File: src/rtl/c64_dma_port_pkg.sv
// Shared types for the C64 expansion-port DMA responder.
// State encoding, C64 R/W polarity and counter sizing.
package c64_dma_port_pkg;

  typedef enum logic [2:0] {
    S_IDLE,
    S_ARM,
    S_WAIT_BA,
    S_ACCESS,
    S_HOLD
  } state_t;

  localparam logic C64_READ  = 1'b1;
  localparam logic C64_WRITE = 1'b0;

  function automatic int cnt_w(input int n);
    return (n < 1) ? 1 : $clog2(n + 1);
  endfunction

  function automatic logic c64_rw(input logic wr);
    return wr ? C64_WRITE : C64_READ;
  endfunction

endpackage

File: src/rtl/c64_dma_port_if.sv
// DMA request toggle pair plus C64 expansion-port pins.
// slave = this port, master = DMA engine / board side.
interface c64_dma_port_if;
  import c64_dma_port_pkg::*;

  logic [15:0] dma_a;
  logic [7:0]  dma_d;
  logic        dma_rw;
  logic        dma_req;
  logic        dma_ack;
  logic [7:0]  dma_q;

  logic        phi2_start;
  logic        phi2_sample;
  logic        phi2_end;
  logic        ba;
  logic [7:0]  bus_d_in;

  logic        dma_n;
  logic [15:0] bus_a;
  logic        bus_a_oe;
  logic        bus_rw;
  logic [7:0]  bus_d;
  logic        bus_d_oe;

  modport slave (
    input  dma_a, dma_d, dma_rw, dma_req,
    input  phi2_start, phi2_sample, phi2_end,
    input  ba, bus_d_in,
    output dma_ack, dma_q, dma_n,
    output bus_a, bus_a_oe, bus_rw,
    output bus_d, bus_d_oe
  );

  modport master (
    output dma_a, dma_d, dma_rw, dma_req,
    output phi2_start, phi2_sample, phi2_end,
    output ba, bus_d_in,
    input  dma_ack, dma_q, dma_n,
    input  bus_a, bus_a_oe, bus_rw,
    input  bus_d, bus_d_oe
  );

endinterface

File: src/rtl/c64_dma_port.sv
// Toggle-handshake responder: one C64 expansion-port
// cycle per dma_req toggle, /DMA held between bursts.
module c64_dma_port
  import c64_dma_port_pkg::*;
#(
  parameter int HOLD_PHI2 = 2
) (
  input  logic          clk,
  input  logic          reset_n,
  c64_dma_port_if.slave bus
);

  localparam int HW = cnt_w(HOLD_PHI2);

  state_t        state_q;
  logic [15:0]   a_q;
  logic [7:0]    d_q;
  logic          rw_q;
  logic          ack_q;
  logic [7:0]    q_q;
  logic          dma_n_q;
  logic          a_oe_q;
  logic          d_oe_q;
  logic          bus_rw_q;
  logic [15:0]   bus_a_q;
  logic [7:0]    bus_d_q;
  logic [HW-1:0] hold_q;
  logic          pending;
  logic          hold_last;

  assign pending   = bus.dma_req ^ ack_q;
  assign hold_last = (hold_q == HW'(1)) ||
                     (hold_q == '0);

  always_ff @(posedge clk or negedge reset_n) begin
    if (!reset_n) begin
      state_q  <= S_IDLE;
      a_q      <= '0;
      d_q      <= '0;
      rw_q     <= 1'b0;
      ack_q    <= 1'b0;
      q_q      <= '0;
      dma_n_q  <= 1'b1;
      a_oe_q   <= 1'b0;
      d_oe_q   <= 1'b0;
      bus_rw_q <= C64_READ;
      bus_a_q  <= '0;
      bus_d_q  <= '0;
      hold_q   <= '0;
    end else begin
      unique case (state_q)
        S_IDLE: begin
          if (pending) begin
            a_q     <= bus.dma_a;
            d_q     <= bus.dma_d;
            rw_q    <= bus.dma_rw;
            dma_n_q <= 1'b0;
            state_q <= S_ARM;
          end
        end
        // CPU must see /DMA through a whole phi1
        S_ARM: begin
          if (bus.phi2_end) state_q <= S_WAIT_BA;
        end
        S_WAIT_BA: begin
          if (bus.phi2_start && bus.ba) begin
            a_oe_q   <= 1'b1;
            d_oe_q   <= rw_q;
            bus_rw_q <= c64_rw(rw_q);
            bus_a_q  <= a_q;
            bus_d_q  <= d_q;
            state_q  <= S_ACCESS;
          end
        end
        S_ACCESS: begin
          if (bus.phi2_sample && !rw_q)
            q_q <= bus.bus_d_in;
          if (bus.phi2_end) begin
            a_oe_q   <= 1'b0;
            d_oe_q   <= 1'b0;
            bus_rw_q <= C64_READ;
            ack_q    <= ~ack_q;
            hold_q   <= HW'(HOLD_PHI2);
            if (HOLD_PHI2 == 0) begin
              dma_n_q <= 1'b1;
              state_q <= S_IDLE;
            end else begin
              state_q <= S_HOLD;
            end
          end
        end
        // a follow-on request beats hold expiry
        S_HOLD: begin
          if (pending) begin
            a_q     <= bus.dma_a;
            d_q     <= bus.dma_d;
            rw_q    <= bus.dma_rw;
            state_q <= S_WAIT_BA;
          end else if (bus.phi2_end) begin
            if (hold_last) begin
              dma_n_q <= 1'b1;
              state_q <= S_IDLE;
            end else begin
              hold_q <= hold_q - HW'(1);
            end
          end
        end
        default: state_q <= S_IDLE;
      endcase
    end
  end

  assign bus.dma_ack  = ack_q;
  assign bus.dma_q    = q_q;
  assign bus.dma_n    = dma_n_q;
  assign bus.bus_a    = bus_a_q;
  assign bus.bus_a_oe = a_oe_q;
  assign bus.bus_rw   = bus_rw_q;
  assign bus.bus_d    = bus_d_q;
  assign bus.bus_d_oe = d_oe_q;

endmodule

File: src/flat_wrapper.sv
// flat-port wrapper written by rule: the top's interface ports become plain ports
module c64_dma_port_flat import c64_dma_port_pkg::*;
#(
  parameter int HOLD_PHI2 = 2
)
  (clk, reset_n, bus_dma_a, bus_dma_d, bus_dma_rw, bus_dma_req, bus_phi2_start, bus_phi2_sample, bus_phi2_end, bus_ba, bus_bus_d_in, bus_dma_ack, bus_dma_q, bus_dma_n, bus_bus_a, bus_bus_a_oe, bus_bus_rw, bus_bus_d, bus_bus_d_oe);
  c64_dma_port_if bus_i ();
  input  logic clk;
  input  logic reset_n;
  input wire logic [$bits(bus_i.dma_a)-1:0] bus_dma_a;
  input wire logic [$bits(bus_i.dma_d)-1:0] bus_dma_d;
  input wire logic [$bits(bus_i.dma_rw)-1:0] bus_dma_rw;
  input wire logic [$bits(bus_i.dma_req)-1:0] bus_dma_req;
  input wire logic [$bits(bus_i.phi2_start)-1:0] bus_phi2_start;
  input wire logic [$bits(bus_i.phi2_sample)-1:0] bus_phi2_sample;
  input wire logic [$bits(bus_i.phi2_end)-1:0] bus_phi2_end;
  input wire logic [$bits(bus_i.ba)-1:0] bus_ba;
  input wire logic [$bits(bus_i.bus_d_in)-1:0] bus_bus_d_in;
  output wire logic [$bits(bus_i.dma_ack)-1:0] bus_dma_ack;
  output wire logic [$bits(bus_i.dma_q)-1:0] bus_dma_q;
  output wire logic [$bits(bus_i.dma_n)-1:0] bus_dma_n;
  output wire logic [$bits(bus_i.bus_a)-1:0] bus_bus_a;
  output wire logic [$bits(bus_i.bus_a_oe)-1:0] bus_bus_a_oe;
  output wire logic [$bits(bus_i.bus_rw)-1:0] bus_bus_rw;
  output wire logic [$bits(bus_i.bus_d)-1:0] bus_bus_d;
  output wire logic [$bits(bus_i.bus_d_oe)-1:0] bus_bus_d_oe;
  assign bus_i.dma_a = bus_dma_a;
  assign bus_i.dma_d = bus_dma_d;
  assign bus_i.dma_rw = bus_dma_rw;
  assign bus_i.dma_req = bus_dma_req;
  assign bus_i.phi2_start = bus_phi2_start;
  assign bus_i.phi2_sample = bus_phi2_sample;
  assign bus_i.phi2_end = bus_phi2_end;
  assign bus_i.ba = bus_ba;
  assign bus_i.bus_d_in = bus_bus_d_in;
  assign bus_dma_ack = bus_i.dma_ack;
  assign bus_dma_q = bus_i.dma_q;
  assign bus_dma_n = bus_i.dma_n;
  assign bus_bus_a = bus_i.bus_a;
  assign bus_bus_a_oe = bus_i.bus_a_oe;
  assign bus_bus_rw = bus_i.bus_rw;
  assign bus_bus_d = bus_i.bus_d;
  assign bus_bus_d_oe = bus_i.bus_d_oe;
  c64_dma_port #(.HOLD_PHI2(HOLD_PHI2)) u_core (.clk(clk), .reset_n(reset_n), .bus(bus_i));
endmodule
File: config.mk
export PLATFORM = sky130hd
export DESIGN_NAME = c64_dma_port_flat
export DESIGN_NICKNAME = d
export VERILOG_FILES = /design/src/rtl/c64_dma_port_pkg.sv /design/src/rtl/c64_dma_port_if.sv /design/src/rtl/c64_dma_port.sv /design/src/flat_wrapper.sv
export SDC_FILE = /design/constraint.sdc
export NUM_CORES = 1
export LEC_CHECK = 0
export CAP_MARGIN = 20
export CORE_MARGIN = 2
export CORE_UTILIZATION = 40
export DETAILED_ROUTE_END_ITERATION = 8
export PLACE_DENSITY = 0.71
export SLEW_MARGIN = 15
export SYNTH_ARGS = -nofsm -noshare
export SYNTH_HDL_FRONTEND = slang
export SYNTH_SLANG_ARGS = --single-unit
File: constraint.sdc
create_clock -name clk -period 2.2 [get_ports clk]
set_input_delay 0.66 -clock clk [delete_from_list [all_inputs] [get_ports clk]]
set_output_delay 0.66 -clock clk [all_outputs]
set_load 0.1 [all_outputs]
# Yosys cells after proc, flatten, opt, wreduce, memory -nomap -nowiden
# Cells that the tools add are included.
[classes]
n_addsub = 1
eq_ne = 15
mux = 27
n_bitwise = 2
reduce_logical = 18
[ops]
columns = ["cell", "n"]
rows = [
  ["2-to-1 mux 3 bit", 7],
  ["case mux 3 bit (5 select lines)", 1],
  ["2-to-1 mux 1 bit", 10],
  ["!= test 2 bit, second input constant", 5],
  ["AND reduction 5 bit", 2],
  ["2-to-1 mux 2 bit", 4],
  ["case mux 1 bit (2 select lines)", 4],
  ["AND reduction 2 bit", 4],
  ["== test 3 x 2 -> 1 bit, second input constant", 2],
  ["!= test 2 x 1 -> 1 bit, second input constant", 3],
  ["AND reduction 6 bit", 1],
  ["nonzero test 2 bit", 3],
  ["case mux 2 bit (2 select lines)", 1],
  ["== test 3 x 1 -> 1 bit, second input constant", 1],
  ["== test 3 bit, second input constant", 1],
  ["logical NOT 3 bit", 1],
  ["!= test 3 x 1 -> 1 bit, second input constant", 1],
  ["!= test 3 x 2 -> 1 bit, second input constant", 1],
  ["AND reduction 3 bit", 1],
  ["== test 2 x 1 -> 1 bit, second input constant", 1],
  ["logical AND 1 bit", 2],
  ["logical NOT 2 bit", 1],
  ["OR reduction 2 bit", 1],
  ["subtractor 2 x 1 -> 2 bit, second input constant", 1],
  ["other kinds (4)", 4],
]
[totals]
reg_bits = 67
inputBits = 40
out_inout_bits = 37
elab_cells = 76

# Longest topological paths before layout
# Gate-level depths: netlist of run 1.
[logic_depth]
depth_word = 6
depth_mapped = 6

# Least setup slack after synthesis of run 1
# OpenSTA, ideal clock, no wires.
[synth_path]
kind = "register to register"
from = "register u_core.ack_q, in the netlist u_core.bus.dma_ack"
to = "register u_core.a_q[10]"
arrival_ns = 1.910
required_time_ns = 2.075
slack_ns = 0.165
path_stages_with_launch = 6
synth_period_minus_slack_ns = 2.035
cell_sequence = "dfrtp_1 xor2_2 nand2b_4 buf_6 buf_8 mux2_4"
[synth_between]
elab_chain_cells = 2
[synth_lines]
columns = ["element", "line_no", "rtl"]
rows = [
  ["start, declared", "c64_dma_port.sv:19", "logic ack_q;"],
  ["start signal, assigned", "c64_dma_port.sv:82", "ack_q <= ~ack_q;"],
  ["XOR 1 bit", "c64_dma_port.sv:31", "assign pending = bus.dma_req ^ ack_q;"],
  ["AND reduction 2 bit (no source line)", "n/a", ""],
  ["end signal, assigned", "c64_dma_port.sv:54", "a_q <= bus.dma_a;"],
  ["end signal, assigned", "c64_dma_port.sv:95", "a_q <= bus.dma_a;"],
  ["end, declared", "c64_dma_port.sv:16", "logic [15:0] a_q;"],
]
# No other way between the ends.
# A chain may end at the register's enable or synchronous reset.

# Worst setup path in the final report of run 1
[layout_path]
from = "input bus_phi2_start"
to = "register u_core.bus_a_q[15], in the netlist u_core.bus.bus_a[15]"
[layout_between]
elab_chain_cells = 2
[layout_lines]
columns = ["element", "line_no", "rtl"]
rows = [
  ["start, declared", "flat_wrapper.sv:14", "input wire logic [$bits(bus_i.phi2_start)-1:0] bus_phi2_start;"],
  ["logical AND 1 bit", "c64_dma_port.sv:66", "if (bus.phi2_start && bus.ba) begin"],
  ["AND reduction 2 bit (no source line)", "n/a", ""],
  ["end signal, assigned", "c64_dma_port.sv:70", "bus_a_q <= a_q;"],
  ["end, declared", "c64_dma_port.sv:25", "logic [15:0] bus_a_q;"],
]
# No other way between the ends.

==> key figures, run 1 <==
STA
  • Final Max Tran Viols: 0
  • Final Hold Viols: 0
  • RSZ-0062 raised after global routing: no
  • Fin crit period: 1810 ps
  • Final period utilization: 0.821
  • Final setup vio count: 0
  • Max_slew headroom: 0.686
  • Fmax: 554 MHz
  • Setup_tns: 0 ps
  • Worst Tran Pin Value: 467 ps
  • Clock Skew: 10.1 ps

CTS
  • Root Buffer: clkbuf_8
  • Cts hold-fix bufs: 0
  • Num CTS Buffers: 9
  • Clk Latency, worst-skew pair: 330 ps
  • CTS Sinks: 67
  • CTS H-Tree Depth: 3
  • Max Root-Sink Buffers: 2
  • Post-CTS Setup Inserts: 0
  • Cells resized by post-CTS repair: 0
  • CTS tree: done
  • Clock Pin Slew Worst Setup and Hold Paths: 80 ps

Placement
  • Last weighted congestion value of the routability-driven placer: 0.718
  • PortBufs: 76
  • Detailed Place HPWL: 3.73 mm

Detailed routing
  • TritonRoute pass-1 iters: 4
  • Drt first-iter violations: 63
  • Wire length per cell: 14.2 um
  • Drt via density: 4.71
  • Number of remaining DRC errors: 0
  • Final antenna-violating net count: 0
  • WL final: 5.21 mm
  • Via count: 1725

Setup path
  • Buffers and inverters on the worst path: 2
  • CP Max Fanout: 13
  • R2R cell count: 3
  • Reg-to-reg slack, setup: 580 ps
  • Crit path capture type: register
  • Crit-path cells: clkdlybuf4s50_1 -> nand2_1 -> nor3_4 -> buf_4 -> mux2_2
  • Delay-heaviest family, CP: buffers and inverters
  • FF-to-FF Start: u_core.state_q[1]
  • Worst path depth: 5
  • CP max stage cell: clkdlybuf4s50_1
  • Startpoint types: input pin
  • CP Class: in -> reg
  • Worst R2R End: u_core.bus.dma_q[3]
  • CP arrival: 2020 ps
  • Setup crit end: u_core.bus.bus_a[15]
  • Slowest stage delay, CP: 480 ps
  • Worst Setup SP: bus_phi2_start
  • WP data required: 2410 ps

Synthesis
  • Post-synth cell types: 39
  • Yosys warning count: 0
  • Mux cell area share after synthesis: 0.255
  • Synth Area in Simple Gates: 0.0455
  • Area contributors post-synth: dfrtp_1, mux2_2, mux2_4
  • Synthesized Nets: 219
  • Top-area cell type share of the netlist area: 0.574
  • Synth Area in Adders: 0.00884
  • Post-Synth XOR/XNOR Area: 0.0150
  • Largest family of logic cells by synthesized area: multiplexers
  • Synth Area in Compound Gates: 0.0455
  • Area leader, netlist: dfrtp_1
  • Avg Cell Area, Syn: 16.0 um^2
  • Register area share after synthesis: 0.593
  • Cells after Synth: 177
  • Syn Std Cell Area: 2830 um^2
  • Flops & latches, synth: 67

Die
  • Initial Utilization: 0.414
  • Ports: 77
  • Die height: 88.1 um
  • Core area: 6830 um^2
  • Die W: 88.1 um
  • Die area: 7770 um^2
  • Row cnt: 30

Global routing
  • First-pass GRT wire length: 8.42 mm
  • GRT overflow: 0
  • GRT met2 Usage: 0.225
  • GR met1 Demand/Resource: 0.192
  • Gr usage total: 0.144
  • Initial antenna violation count: 0
  • GR Layer Usage met3: 0.0349
  • Largest net degree at the start of global routing: 68
  • Vias in the first global route: 1754
  • Global route hottest layer: met2

Finish
  • Final nets: 307
  • # fillers: 613
  • ANT cells: 0
  • Footprint of the multi-input gates: 1050 um^2
  • Most frequent cells in the layout: dfrtp_1, buf_4, mux2_2, clkdlybuf4s50_1, mux2_4
  • Commonest non-fill, non-tap cell in the layout: dfrtp_1
  • Layout cell share with drive strength beyond 1: 0.467
  • Register area: 1680 um^2
  • Area delta synth->final: 36.1%

Worst hold path
  • Min-Delay Path Class: in -> async

Status
  • Status: complete, no violations

Job
  • Max cap viols: 0
-- cell type report --
cell class                      instances  area share
Inverter                                5     0.00487
Timing Repair Buffer                   85       0.206
Tap cell                               96      0.0312
Sequential cell                        67       0.436
Multi-Input combinational cell         97       0.272
Clock inverter                          6      0.0172
Clock buffer                           10      0.0331
-- metrics by stage --
step / instances / util / cell area, um^2 / hold slack [ps] / setup slack, ps
after CTS: 366 / 0.564 / 3850 / 334 / 378
after detailed placement: 350 / 0.536 / 3660 / 461 / 30.0
final: 366 / 0.564 / 3850 / 313 / 394
after floorplan: 177 / - / 2830 / 364 / 165
after global placement: 350 / 0.536 / 3660 / 461 / 37.3
after global routing: 366 / 0.564 / 3850 / 344 / 299
-- layer usage --
metal	wire length, um	up-vias
met5	0	-
met4	63	0
met3	286	7
met2	2470	59
met1	2390	846
li1	-	813
-- Yosys cell counts --
master / n
inv_1: 5
xnor2_1: 2
nor4b_1: 1
mux2_4: 19
a211o_1: 1
a2111oi_0: 1
nor3_4: 1
ha_1: 2
nand2b_4: 2
buf_4: 3
o31ai_1: 1
nor4_1: 1
dfrtp_1: 65
a311oi_1: 1
nand2_1: 4
buf_12: 1
nand4b_1: 1
or2_4: 1
o2111ai_1: 1
buf_2: 1
mux2_2: 38
o21ai_0: 2
dfstp_2: 2
a2bb2oi_1: 2
a21o_1: 1
buf_6: 2
nor3b_1: 1
nor2_1: 1
nand3_1: 2
xor2_2: 1
and4b_1: 1
mux2i_1: 1
or3_1: 1
a211oi_1: 1
buf_8: 1
o211a_1: 2
o211ai_1: 2
o2bb2ai_1: 1
xor2_1: 1
-- registers in the layout, summed over array words and instances (netlist names) --
name and count:
u_core.a_q 16, u_core.bus.bus_a 16, u_core.bus.bus_d 8, u_core.bus.dma_q 8, u_core.d_q 8, u_core.state_q 3
u_core.hold_q 2, u_core.bus.bus_a_oe 1, u_core.bus.bus_d_oe 1, u_core.bus.bus_rw 1, u_core.bus.dma_ack 1, u_core.bus.dma_n 1
u_core.rw_q 1
-- logic make-up after synthesis --
family	Yosys count
AOI/OAI and AO/OA	16
xor gates and xnor gates	4
adders and majority gates	2
buffers and inverters	13
DFF	67
muxes	58
and+or+nand+nor	17
-- worst min path at each step --
stage / startpoint / end
2_1_floorplan: reset_n / u_core.a_q[0]
3_3_place_gp: u_core.rw_q / u_core.bus.bus_rw
3_5_place_dp: u_core.rw_q / u_core.bus.bus_rw
4_1_cts: reset_n / u_core.bus.bus_d[2]
5_1_grt: reset_n / u_core.bus.bus_d[0]
6_report: reset_n / u_core.bus.bus_d[2]
Power of run 1 is left out: the tool's default activity adds up to more than one toggle a clock period on the data nets, which glitch-free logic cannot reach.
==> run 2, diff against run 1 <==
- PLACE_DENSITY: 0.71 -> 0.74
- clock period: 2.2 -> 1.65 ns (I/O delays scaled with it)
==> key figures, run 2 (synthesis gave the netlist of run 1 again) <==
STA
  • Clock Skew: 8.39 ps (was 10.1 ps)
  • Worst Tran Pin Value: 354 ps (was 467 ps)
  • RSZ-0062 raised after global routing: no (unchanged)
  • Final Hold Viols: 0 (unchanged)
  • Fmax: 618 MHz
  • Fin crit period: 1620 ps
  • Final Max Tran Viols: 0 (unchanged)
  • Final period utilization: 0.981
  • Final setup vio count: 0 (unchanged)
  • Max_slew headroom: 0.764 (was 0.686)
  • Hold slack: 175 ps (was 313 ps)

Setup path
  • CP Max Fanout: 8 (was 13)
  • Delay-heaviest family, CP: simple AND/OR/NAND/NOR gates (was buffers and inverters)
  • Worst path depth: 4 (was 5)
  • Startpoint types: input pin (unchanged)
  • FF-to-FF Start: u_core.state_q[2] (was u_core.state_q[1])
  • CP max stage cell: or3_1 (was clkdlybuf4s50_1)
  • Worst R2R End: u_core.bus.dma_q[7] (was u_core.bus.dma_q[3])
  • Worst Setup SP: bus_phi2_sample (was bus_phi2_start)
  • Crit-path cells: clkdlybuf4s50_1 -> nand2_1 -> or3_1 -> mux2_2 (was clkdlybuf4s50_1 -> nand2_1 -> nor3_4 -> buf_4 -> mux2_2)
  • CP Class: in -> reg (unchanged)
  • Reg-to-reg slack, setup: 70 ps (was 580 ps)
  • R2R cell count: 3 (unchanged)
  • CP arrival: 1830 ps (was 2020 ps)
  • Slowest stage delay, CP: 480 ps (about the same)
  • Setup crit end: u_core.bus.dma_q[7] (was u_core.bus.bus_a[15])
  • WP data required: 1860 ps (was 2410 ps)
  • Buffers and inverters on the worst path: 1 (was 2)
  • Crit path capture type: register (unchanged)

Worst hold path
  • Min-Delay Path Class: in -> async (unchanged)

CTS
  • Cts hold-fix bufs: 0 (unchanged)
  • CTS Sinks: 67 (unchanged)
  • Clock Pin Slew Worst Setup and Hold Paths: 80 ps (about the same)
  • Num CTS Buffers: 9 (unchanged)
  • CTS H-Tree Depth: 3 (unchanged)
  • Max Root-Sink Buffers: 2 (unchanged)
  • Clk Latency, worst-skew pair: 330 ps (about the same)
  • Root Buffer: clkbuf_8 (unchanged)
  • CTS tree: done (unchanged)

Finish
  • Commonest non-fill, non-tap cell in the layout: dfrtp_1 (unchanged)
  • Final nets: 317 (was 307)
  • Most frequent cells in the layout: dfrtp_1, buf_12, mux2_2 (was dfrtp_1, buf_4, mux2_2, clkdlybuf4s50_1, mux2_4)
  • Area delta synth->final: 56.8% (was 36.1%)
  • Layout cell share with drive strength beyond 1: 0.507 (was 0.467)
  • ANT cells: 0 (unchanged)

Global routing
  • GRT overflow: 0 (unchanged)
  • First-pass GRT wire length: 8.91 mm (was 8.42 mm)
  • Vias in the first global route: 1847 (was 1754)
  • Gr usage total: 0.151 (was 0.144)
  • Initial antenna violation count: 0 (unchanged)
  • Largest net degree at the start of global routing: 68 (unchanged)

Die
  • Die area: 7770 um^2 (unchanged)
  • Die height: 88.1 um (unchanged)
  • Row cnt: 30 (unchanged)
  • Ports: 77 (unchanged)
  • Core area: 6830 um^2 (unchanged)
  • Die W: 88.1 um (unchanged)
  • Initial Utilization: 0.414 (unchanged)

Detailed routing
  • Final antenna-violating net count: 0 (unchanged)
  • Number of remaining DRC errors: 0 (unchanged)
  • Drt first-iter violations: 75 (was 63)
  • Drt via density: 4.72 (was 4.71)
  • Wire length per cell: 14.7 um (was 14.2 um)
  • TritonRoute pass-1 iters: 4 (unchanged)
  • Via count: 1774 (was 1725)
  • WL final: 5.53 mm (was 5.21 mm)

Placement
  • PortBufs: 76 (unchanged)
  • Last weighted congestion value of the routability-driven placer: 0.794 (was 0.718)
  • Detailed Place HPWL: 3.90 mm (was 3.73 mm)

Job
  • Max cap viols: 0 (unchanged)

Status
  • Status: complete, no violations (unchanged)
==> run 2: cell type report <==
type / instances / area (um^2)
clock buffer: 10 / 138
clock inverter: 6 / 65.1
fill: 525 / 2390
inverter: 5 / 18.8
multi-input combinational: 97 / 1090
sequential: 67 / 1680
tap: 96 / 120
timing repair buffer: 95 / 1330
==> run 2: metrics by stage <==
stage               setup slack (ps)  setup TNS, ps  cell area [um^2]  std cells  utilization
floorplan                       4.85              0              2850        177            -
CTS                             7.60              0              4390        373        0.642
detailed placement              -420         -19890              4170        357        0.610
global placement                -343         -18780              4170        357        0.610
global route                    2.26              0              4440        376        0.650
finish                          31.5              0              4440        376        0.650
==> run 2: worst min-delay path by stage <==
stage | from | endpoint | cells past startpoint
6_report | reset_n | u_core.bus.dma_q[0] | 2
5_1_grt | reset_n | u_core.bus.dma_q[0] | 2
4_1_cts | reset_n | u_core.hold_q[1] | 2
3_5_place_dp | u_core.rw_q | u_core.bus.bus_rw | 1
3_3_place_gp | u_core.rw_q | u_core.bus.bus_rw | 1
2_1_floorplan | reset_n | u_core.a_q[0] | 0
==> run 2: routing by layer <==
| layer | global-route usage | vias to the layer above | share of wire |
|---|---|---|---|
| met5 | 0 | - | 0 |
| met4 | 0.0606 | 0 | 0.012 |
| met3 | 0.0377 | 8 | 0.056 |
| met2 | 0.236 | 62 | 0.49 |
| met1 | 0.203 | 877 | 0.45 |
| li1 | - | 827 | - |
==> run 2: timing repair <==
item | CTS | global route
hold endpoints to repair | 0 | 0
endpoints found under the setup margin | 2 | 27
pin swaps | 0 | 3
gates resized for setup | 4 | 11
setup buffers | 0 | 1
gates cloned | 0 | 2
Power of run 2 is left out for the same reason.
